[src/rtl/count_seq_monitor.sv]
// Sequence monitor for a WIDTH-bit up-counter: tracks the expected next value, locks after LOCK_N good steps.
// Latency 1 cycle (all outputs registered); no backpressure, a sample is consumed on every clock edge.
module count_seq_monitor #(
    parameter int WIDTH  = 4,
    parameter int LOCK_N = 2,
    parameter int CNT_W  = 8
) (
    input  logic             clk,
    input  logic             reset,
    input  logic [WIDTH-1:0] count_in,
    input  logic             count_clr,
    output logic             locked,
    output logic [WIDTH-1:0] expected,
    output logic             err_pulse,
    output logic [CNT_W-1:0] err_count,
    output logic             wrap_pulse,
    output logic [CNT_W-1:0] wrap_count
);

    localparam int MW = $clog2(LOCK_N + 1);
    localparam logic [MW-1:0] LOCK_V = MW'(LOCK_N);

    typedef enum logic [1:0] {
        UNSYNC = 2'd0,
        SYNC   = 2'd1,
        LOCKED = 2'd2
    } state_t;

    state_t           state;
    state_t           state_nxt;
    logic [WIDTH-1:0] prev;
    logic [WIDTH-1:0] prev_nxt;
    logic             clr_d;
    logic             clr_d_nxt;
    logic [MW-1:0]    match_cnt;
    logic [MW-1:0]    match_cnt_nxt;
    logic [WIDTH-1:0] cur_exp;
    logic [WIDTH-1:0] expected_nxt;
    logic             err_pulse_nxt;
    logic             wrap_pulse_nxt;
    logic [CNT_W-1:0] err_count_nxt;
    logic [CNT_W-1:0] wrap_count_nxt;
    logic             sample_ok;
    logic             wrap_hit;

    // A registered clear forces the next sample to 0, so a held clear keeps expecting 0.
    assign cur_exp   = clr_d ? '0 : prev + WIDTH'(1);
    assign sample_ok = (count_in == cur_exp);
    assign wrap_hit  = sample_ok && !clr_d && (&prev) && (count_in == '0);

    always_comb begin
        state_nxt      = state;
        match_cnt_nxt  = match_cnt;
        err_pulse_nxt  = 1'b0;
        wrap_pulse_nxt = 1'b0;
        err_count_nxt  = err_count;
        wrap_count_nxt = wrap_count;
        prev_nxt       = count_in;
        clr_d_nxt      = count_clr;

        case (state)
            UNSYNC: begin
                match_cnt_nxt = '0;
                state_nxt     = SYNC;
            end
            SYNC: begin
                if (sample_ok) begin
                    match_cnt_nxt = match_cnt + MW'(1);
                    if (match_cnt_nxt == LOCK_V) begin
                        state_nxt = LOCKED;
                    end
                end else begin
                    match_cnt_nxt = '0;
                end
            end
            LOCKED: begin
                if (!sample_ok) begin
                    err_pulse_nxt = 1'b1;
                    if (!(&err_count)) begin
                        err_count_nxt = err_count + CNT_W'(1);
                    end
                    match_cnt_nxt = '0;
                    state_nxt     = SYNC;
                end else if (wrap_hit) begin
                    wrap_pulse_nxt = 1'b1;
                    wrap_count_nxt = wrap_count + CNT_W'(1);
                end
            end
            default: begin
                match_cnt_nxt = '0;
                state_nxt     = UNSYNC;
            end
        endcase

        expected_nxt = clr_d_nxt ? '0 : prev_nxt + WIDTH'(1);
    end

    always_ff @(posedge clk) begin
        if (!reset) begin
            state      <= UNSYNC;
            prev       <= '0;
            clr_d      <= 1'b0;
            match_cnt  <= '0;
            locked     <= 1'b0;
            expected   <= '0;
            err_pulse  <= 1'b0;
            err_count  <= '0;
            wrap_pulse <= 1'b0;
            wrap_count <= '0;
        end else begin
            state      <= state_nxt;
            prev       <= prev_nxt;
            clr_d      <= clr_d_nxt;
            match_cnt  <= match_cnt_nxt;
            locked     <= (state_nxt == LOCKED);
            expected   <= expected_nxt;
            err_pulse  <= err_pulse_nxt;
            err_count  <= err_count_nxt;
            wrap_pulse <= wrap_pulse_nxt;
            wrap_count <= wrap_count_nxt;
        end
    end

endmodule

[config.mk]
export PLATFORM = sky130hd
export DESIGN_NAME = count_seq_monitor
export DESIGN_NICKNAME = d
export VERILOG_FILES = /design/src/rtl/count_seq_monitor.sv
export SDC_FILE = /design/constraint.sdc
export NUM_CORES = 1
export LEC_CHECK = 0
export CAP_MARGIN = 20
export CORE_AREA = 2 2 71 56
export CTS_CLUSTER_DIAMETER = 120
export DETAILED_ROUTE_END_ITERATION = 10
export DIE_AREA = 0 0 73 58
export GPL_TIMING_DRIVEN = 0
export PLACE_DENSITY = 0.7
export SYNTH_ARGS = -nofsm -noshare
export SYNTH_HDL_FRONTEND = slang
export SYNTH_SLANG_ARGS = --single-unit
[constraint.sdc]
create_clock -name clk -period 2.9 [get_ports clk]
set_clock_uncertainty 0.05 [all_clocks]
set_input_delay 0.58 -clock clk [delete_from_list [all_inputs] [get_ports clk]]
set_output_delay 0.58 -clock clk [all_outputs]
set_load 0.02 [all_outputs]
==> metrics.csv, run 1 <==
metric,value,unit
Final period util,92.53,%
# resized after CTS,0,
Reg power frac,52.2,%
most frequent cells in the layout,"dfxtp_1 (32), clkdlybuf4s50_1 (29), nor2_1 (14), nand2b_1 (11), and2_1 (10)",
Critical Path AT,2800,ps
DRT iter0 DRCs,90,
grt met3 use,4.696,%
# IOs,30,
final core occ,55.95,%
"Seq/Total Area, Yosys",41.36,%
multi-input logic area,854.6,µm²
Max-slew headroom,66.79,%
fraction of registers with async set/reset,0,%
yosys warns,0,
Worst Hold Class,register to register,
fraction of synthesized area in multiplexers,1.292,%
root buf cell,clkbuf_8,
DP Worst Slack,-31.15,ps
Setup TNS,0,ps
worst r2r src,prev[0]$_SDFF_PN0_,
CP max-delay cell,clkdlybuf4s50_1,
Initial Utilization,43.73,%
RePlAce Congestion,0.8141,
CTS Buf Count,5,
sw power,0.1975,mW
clock-pin slew on the worst setup and hold paths,70,ps
clock tree from TritonCTS,done,
placed insts,237,
Max Cap Violations,0,
area of the core,0.003542,mm²
number of vias per cell,5.343,
Crit path required time,3010,ps
"most common cell after layout, fill and taps aside",dfxtp_1,
leading register cell type out of synthesis,dfxtp_1,
Slowest Stage Delay on Critical Path,510,ps
Die Y,58,µm
switch share,22.75,%
fin cells,245,
largest family of logic cells by synthesized area,simple AND/OR/NAND/NOR gates,
Slew @ Worst Pin,498.1,ps
CTS sink cnt,32,
Post-Synth Simple-Gate Area,24.72,%
Mean Syn Cell Area,9.331,µm²
met2 Use GR,25.61,%
Synth Net Count,179,
layout cells sized above 1,9.360,%
HP Start,match_cnt[1]$_SDFFE_PN0P_,
GR Util All Layers,16.67,%
Clk network pwr share,40.0,%
post-synthesis register bit count,32,
fin crit period,2684,ps
DR pass1 iterations,4,
Mapped Cells,166,
Post-CTS Setup Bufs,0,
Final Power,0.8680,mW
adder and majority gate portion of the synthesized area,4.847,%
PortBufs,29,
CP Class,input port to register,
Power per Cell Area,438.0,mW/mm²
H-tree Lvls,2,
# DRC,0,
post-synth cell types,40,
FF/Latch Area,640.6,µm²
CP cell instances,clkdlybuf4s50_1 -> inv_1 -> ha_1 -> nand4bb_1 -> nor3_1 -> o21ai_0 -> or2_1 -> buf_2 -> buf_6 -> o211ai_2 -> o31ai_2,
global-route wire length before repair,5471,µm
post-DP HPWL,2476,µm
status,"finished, final reports clean",
number of global-route vias before repair,1198,
GR peak layer,met2,
# rows,19,
diode count,0,
vias post-DR,1309,
WL/cell,13.47,µm
fillers,336,
grt ovf,0,
Crit Path Max Fanout,10,
Total Routed Length,3301,µm
ANT nets after route,0,
Hold Slack,446.3,ps
CTS max path bufs,2,
peak supply drop,0.3042,mV
design area,0.001982,mm²
Placed Area,0.001892,mm²
final hold vios,0,
pin count of the biggest net entering global routing,11,
Buf/Inv on CP,4,
Pint,0.6706,mW
die extent in x,73,µm
synth-to-layout area growth,27.95,%
Syn Std Cell Area,0.001549,mm²
setup violation total in the final timing report,0,
crit path from,count_in[0],
Post-Synth XOR/XNOR Area,5.089,%
Final Max Slew Viols,0,
"CP delay by family, top",buffers and inverters,
Die ar.,0.004234,mm²
number of hold buffers added after cts,0,
RSZ-0062 raised after global routing,no,
M1 GR Usage,22.62,%
initial antenna violation count,0,
Worst setup EP type,register,
Static Leak,0.7275,nW
"Clk Latency, worst-skew pair",280,ps
achievable clock frequency,372.6,MHz
Logic pwr share,7.8,%
number of synthesized flops with an enable pin,0,
Compound-Gate Fraction of Synth Area,19.22,%
final setup margin,216.5,ps
Worst setup SP type,input port,
layout net count,215,
[worst register-to-register path, stage by stage, from the launching register on]
cell and delay (ps):
dfxtp_1 340, ha_1 340, xor2_1 150, o41ai_1 350, o211ai_2 200, or2_1 250
buf_2 150, buf_6 160, o211ai_2 170, o31ai_2 90
[layer usage]
metal / share of wire, % / vias to the layer above
li1: - / 660
met1: 49 / 623
met2: 47 / 24
met3: 3.6 / 2
met4: 0.64 / 0
met5: 0 / -
[power by group through the flow]
stage	Sequential [mW]	Clock [mW]	Combinational, mW
floorplan	0.465	0	0.0370
CTS	0.453	0.356	0.0679
detailed placement	0.462	0	0.0676
finish	0.453	0.348	0.0678
global placement	0.462	0	0.0656
global route	0.453	0.376	0.0742
[Yosys cell counts (2+ instances only)]
library cell  number  area, µm²
nand4_1            3      18.77
o31ai_1            2      15.01
ha_1               6      75.07
clkbuf_1           3      11.26
nor2_1            14      52.55
nand3b_1           2      15.01
xor2_1             2      17.52
and2_1            10      62.56
a21boi_1           2      15.01
o21ai_0            6      30.03
xnor2_1            7      61.31
inv_1              7      26.28
nand3_1            9      45.04
nand2_1            9      33.78
dfxtp_1           32      640.6
o211ai_2           5      62.56
o211ai_1           3      22.52
o31ai_2            5      62.56
and3_1             2      12.51
o41ai_1            2      17.52
a21oi_1            4      20.02
nand2b_1          11      68.82
mux2i_1            2      20.02
or3_1              2      12.51
[final cells by class]
cell class | count | area share (%)
plain buffers | 5 | 1.389
clock buffers | 8 | 4.545
inverters | 7 | 1.326
multi-input cells | 122 | 43.12
flip-flops and latches | 32 | 32.32
well taps | 42 | 2.652
repair buffers | 29 | 14.65
[registers in the layout, summed over array words and instances, names as in the netlist]
signal / flops
expected: 4
err_count: 8
prev: 4
state: 2
err_pulse: 1
clr_d: 1
wrap_pulse: 1
locked: 1
wrap_count: 8
match_cnt: 2
[logic make-up after synthesis]
kind of cell,count (synthesis)
muxes,2
DFF,32
buffers and inverters,12
adders and majority gates,6
AOI/OAI and AO/OA,35
xor gates and xnor gates,9
and+or+nand+nor,70
[path summary, 6_finish.rpt]
kind / endpoint / slack (ps) / cells after the start
max reg2reg: wrap_count[4]$_SDFFE_PN0P_ / 540 / 9
max: wrap_count[4]$_SDFFE_PN0P_ / 220 / 11
min: match_cnt[1]$_SDFFE_PN0P_ / 450 / 2
min reg2reg: match_cnt[1]$_SDFFE_PN0P_ / 450 / 2
No activity file was read; power rests on OpenSTA's default activity.
==> run 2: changes to the inputs <==
--- a/config.mk
+++ b/config.mk
@@ -5,12 +5,13 @@
 export SDC_FILE = /design/constraint.sdc
 export NUM_CORES = 1
 export LEC_CHECK = 0
+export ABC_CLOCK_PERIOD_IN_PS = 2900
 export CAP_MARGIN = 20
 export CORE_AREA = 2 2 71 56
 export CTS_CLUSTER_DIAMETER = 120
 export DETAILED_ROUTE_END_ITERATION = 10
 export DIE_AREA = 0 0 73 58
-export GPL_TIMING_DRIVEN = 0
+export GPL_ROUTABILITY_DRIVEN = 0
 export PLACE_DENSITY = 0.7
 export SYNTH_ARGS = -nofsm -noshare
 export SYNTH_HDL_FRONTEND = slang
==> metrics.csv, run 2 (same netlist as run 1, synthesis figures left out) <==
metric,value,unit,change
grt ovf,0,,unchanged
RSZ-0062 raised after global routing,no,,
"Clk Latency, worst-skew pair",290,ps,about the same
ANT nets after route,0,,unchanged
Critical Path AT,2760,ps,-40 ps
Die Y,58,µm,unchanged
CP cell instances,clkdlybuf4s50_1 -> inv_1 -> ha_1 -> nand4bb_1 -> nor3_1 -> o21ai_0 -> or2_1 -> buf_4 -> o31ai_2,,
Power per Cell Area,487.1,mW/mm²,+11%
CP Class,input port to register,,
Worst setup EP type,register,,
layout net count,215,,unchanged
fin cells,245,,unchanged
WL/cell,13.53,µm,+0.39%
Static Leak,0.7583,nW,+4.2%
worst r2r src,prev[0]$_SDFF_PN0_,,
r2r endpoint,wrap_count[6]$_SDFFE_PN0P_,,
DR pass1 iterations,4,,unchanged
Buf/Inv on CP,3,,-1
placed insts,237,,unchanged
number of hold buffers added after cts,0,,unchanged
initial antenna violation count,0,,unchanged
final setup margin,293.7,ps,+77.24 ps
synth-to-layout area growth,30.94,%,
switch share,20.79,%,-2.0 points
Max Cap Violations,0,,unchanged
DRT iter0 DRCs,51,,-43%
number of vias per cell,5.461,,+2.2%
Clk network pwr share,47.1,%,+7.1 points
HP Start,match_cnt[1]$_SDFFE_PN0P_,,
Total Routed Length,3314,µm,+0.39%
most frequent cells in the layout,"dfxtp_1 (32), clkdlybuf4s50_1 (29), nor2_1 (14), nand2b_1 (11), and2_1 (10)",,
CP max-delay cell,clkdlybuf4s50_1,,
Initial Utilization,43.73,%,unchanged
status,"finished, final reports clean",,
top flop regs,"err_count: 8 flops, wrap_count: 8 flops",,
area of the core,0.003542,mm²,unchanged
Hold Path Depth,2,,unchanged
Pint,0.7825,mW,+17%
"CP delay by family, top",buffers and inverters,,
Final Max Slew Viols,0,,unchanged
Slew @ Worst Pin,539.0,ps,+40.95 ps
Post-CTS Setup Bufs,0,,unchanged
Slowest Stage Delay on Critical Path,550,ps,+40 ps
root buf cell,clkbuf_8,,
# resized after CTS,0,,unchanged
Final period util,89.87,%,-2.7 points
DP Worst Slack,25.04,ps,+56.19 ps
diode count,0,,unchanged
CTS Buf Count,5,,unchanged
register-to-register setup slack,550,ps,about the same
Worst Hold Class,register to register,,
Hold EP,match_cnt[1]$_SDFFE_PN0P_,,
PortBufs,29,,unchanged
H-tree Lvls,2,,unchanged
clock tree from TritonCTS,done,,
Setup TNS,0,ps,unchanged
R2R depth,7,,-2
sw power,0.2054,mW,+4.0%
"most common cell after layout, fill and taps aside",dfxtp_1,,
Die ar.,0.004234,mm²,unchanged
peak supply drop,0.2880,mV,-5.3%
fin crit period,2606,ps,-77.24 ps
global-route wire length before repair,5664,µm,+3.5%
clock-pin slew on the worst setup and hold paths,60,ps,about the same
final hold vios,0,,unchanged
setup violation total in the final timing report,0,,unchanged
vias post-DR,1338,,+2.2%
pin count of the biggest net entering global routing,36,,+25
post-DP HPWL,2410,µm,-2.7%
CTS max path bufs,2,,unchanged
layout cells sized above 1,11.82,%,+2.5 points
Worst setup SP type,input port,,
Crit Path Max Fanout,12,,+2
number of global-route vias before repair,1306,,+9.0%
GR Util All Layers,17.53,%,+0.86 points
Logic pwr share,7.1,%,-0.7 points
# DRC,0,,unchanged
# IOs,30,,unchanged
Crit path required time,3050,ps,+40 ps
achievable clock frequency,383.7,MHz,+3.0%
CTS sink cnt,32,,unchanged
die extent in x,73,µm,unchanged
# rows,19,,unchanged
Reg power frac,45.8,%,-6.4 points
Max-slew headroom,64.06,%,-2.7 points
## run 2: cell count changes in the layout (fill, tap and decap cells not counted)
cell	before	now
buf_2	1	0
clkbuf_8	6	7
buf_4	0	5
bufinv_16	0	1
clkbuf_1	5	0
buf_6	1	0
## run 2: final cells by class
class                           instances  area (µm²)
Sequential cell                        32       640.6
Fill cell                             303        1514
Multi-Input combinational cell        122       854.6
Clock inverter                          1       30.03
Tap cell                               42       52.55
Inverter                                7       26.28
Timing Repair Buffer                   34       327.8
Clock buffer                            7       96.34
## run 2: per-layer routing
| layer | track usage [%] | vias to the layer above | wire length (µm) |
|---|---|---|---|
| met4 | 7.143 | 0 | 46 |
| met1 | 20.82 | 632 | 1498 |
| met3 | 7.304 | 6 | 126 |
| met5 | 0 | - | 0 |
| met2 | 28.06 | 38 | 1643 |
| li1 | - | 662 | - |
## run 2: worst max-delay path by stage
stage / from / endpoint / cells past startpoint
after floorplan: prev[0]$_SDFF_PN0_ / wrap_count[5]$_SDFFE_PN0P_ / 9
after global placement: count_in[1] / wrap_count[7]$_SDFFE_PN0P_ / 7
after detailed placement: count_in[1] / wrap_count[6]$_SDFFE_PN0P_ / 7
after CTS: count_in[1] / wrap_count[6]$_SDFFE_PN0P_ / 7
after global routing: count_in[1] / wrap_count[6]$_SDFFE_PN0P_ / 7
final: count_in[1] / wrap_count[6]$_SDFFE_PN0P_ / 9
## run 2: worst reg2reg max path, cell delays in order, from the launching register on
cell	delay, ps
dfxtp_1	340
ha_1	340
xor2_1	160
o41ai_1	330
o211ai_2	130
or2_1	440
buf_4	250
o31ai_2	230
## run 2: power groups by stage
stage | clock, mW | sequential [mW] | combinational, mW
after floorplan | 0 | 0.465 | 0.0370
after global placement | 0 | 0.462 | 0.0670
after detailed placement | 0 | 0.462 | 0.0696
after CTS | 0.476 | 0.453 | 0.0703
after global routing | 0.498 | 0.453 | 0.0777
final | 0.465 | 0.453 | 0.0702
## run 2: through the flow
stage                     total power, mW  area [µm²]  util (%)  hold WS (ps)
after floorplan                    0.5016        1549         -         404.4
after global placement             0.5291        1902     53.69         417.2
after detailed placement           0.5319        1902     53.69         434.4
after CTS                          0.9992        2028     57.26         448.5
after global routing                1.029        2028     57.26         473.4
final                              0.9879        2028     57.26         444.2
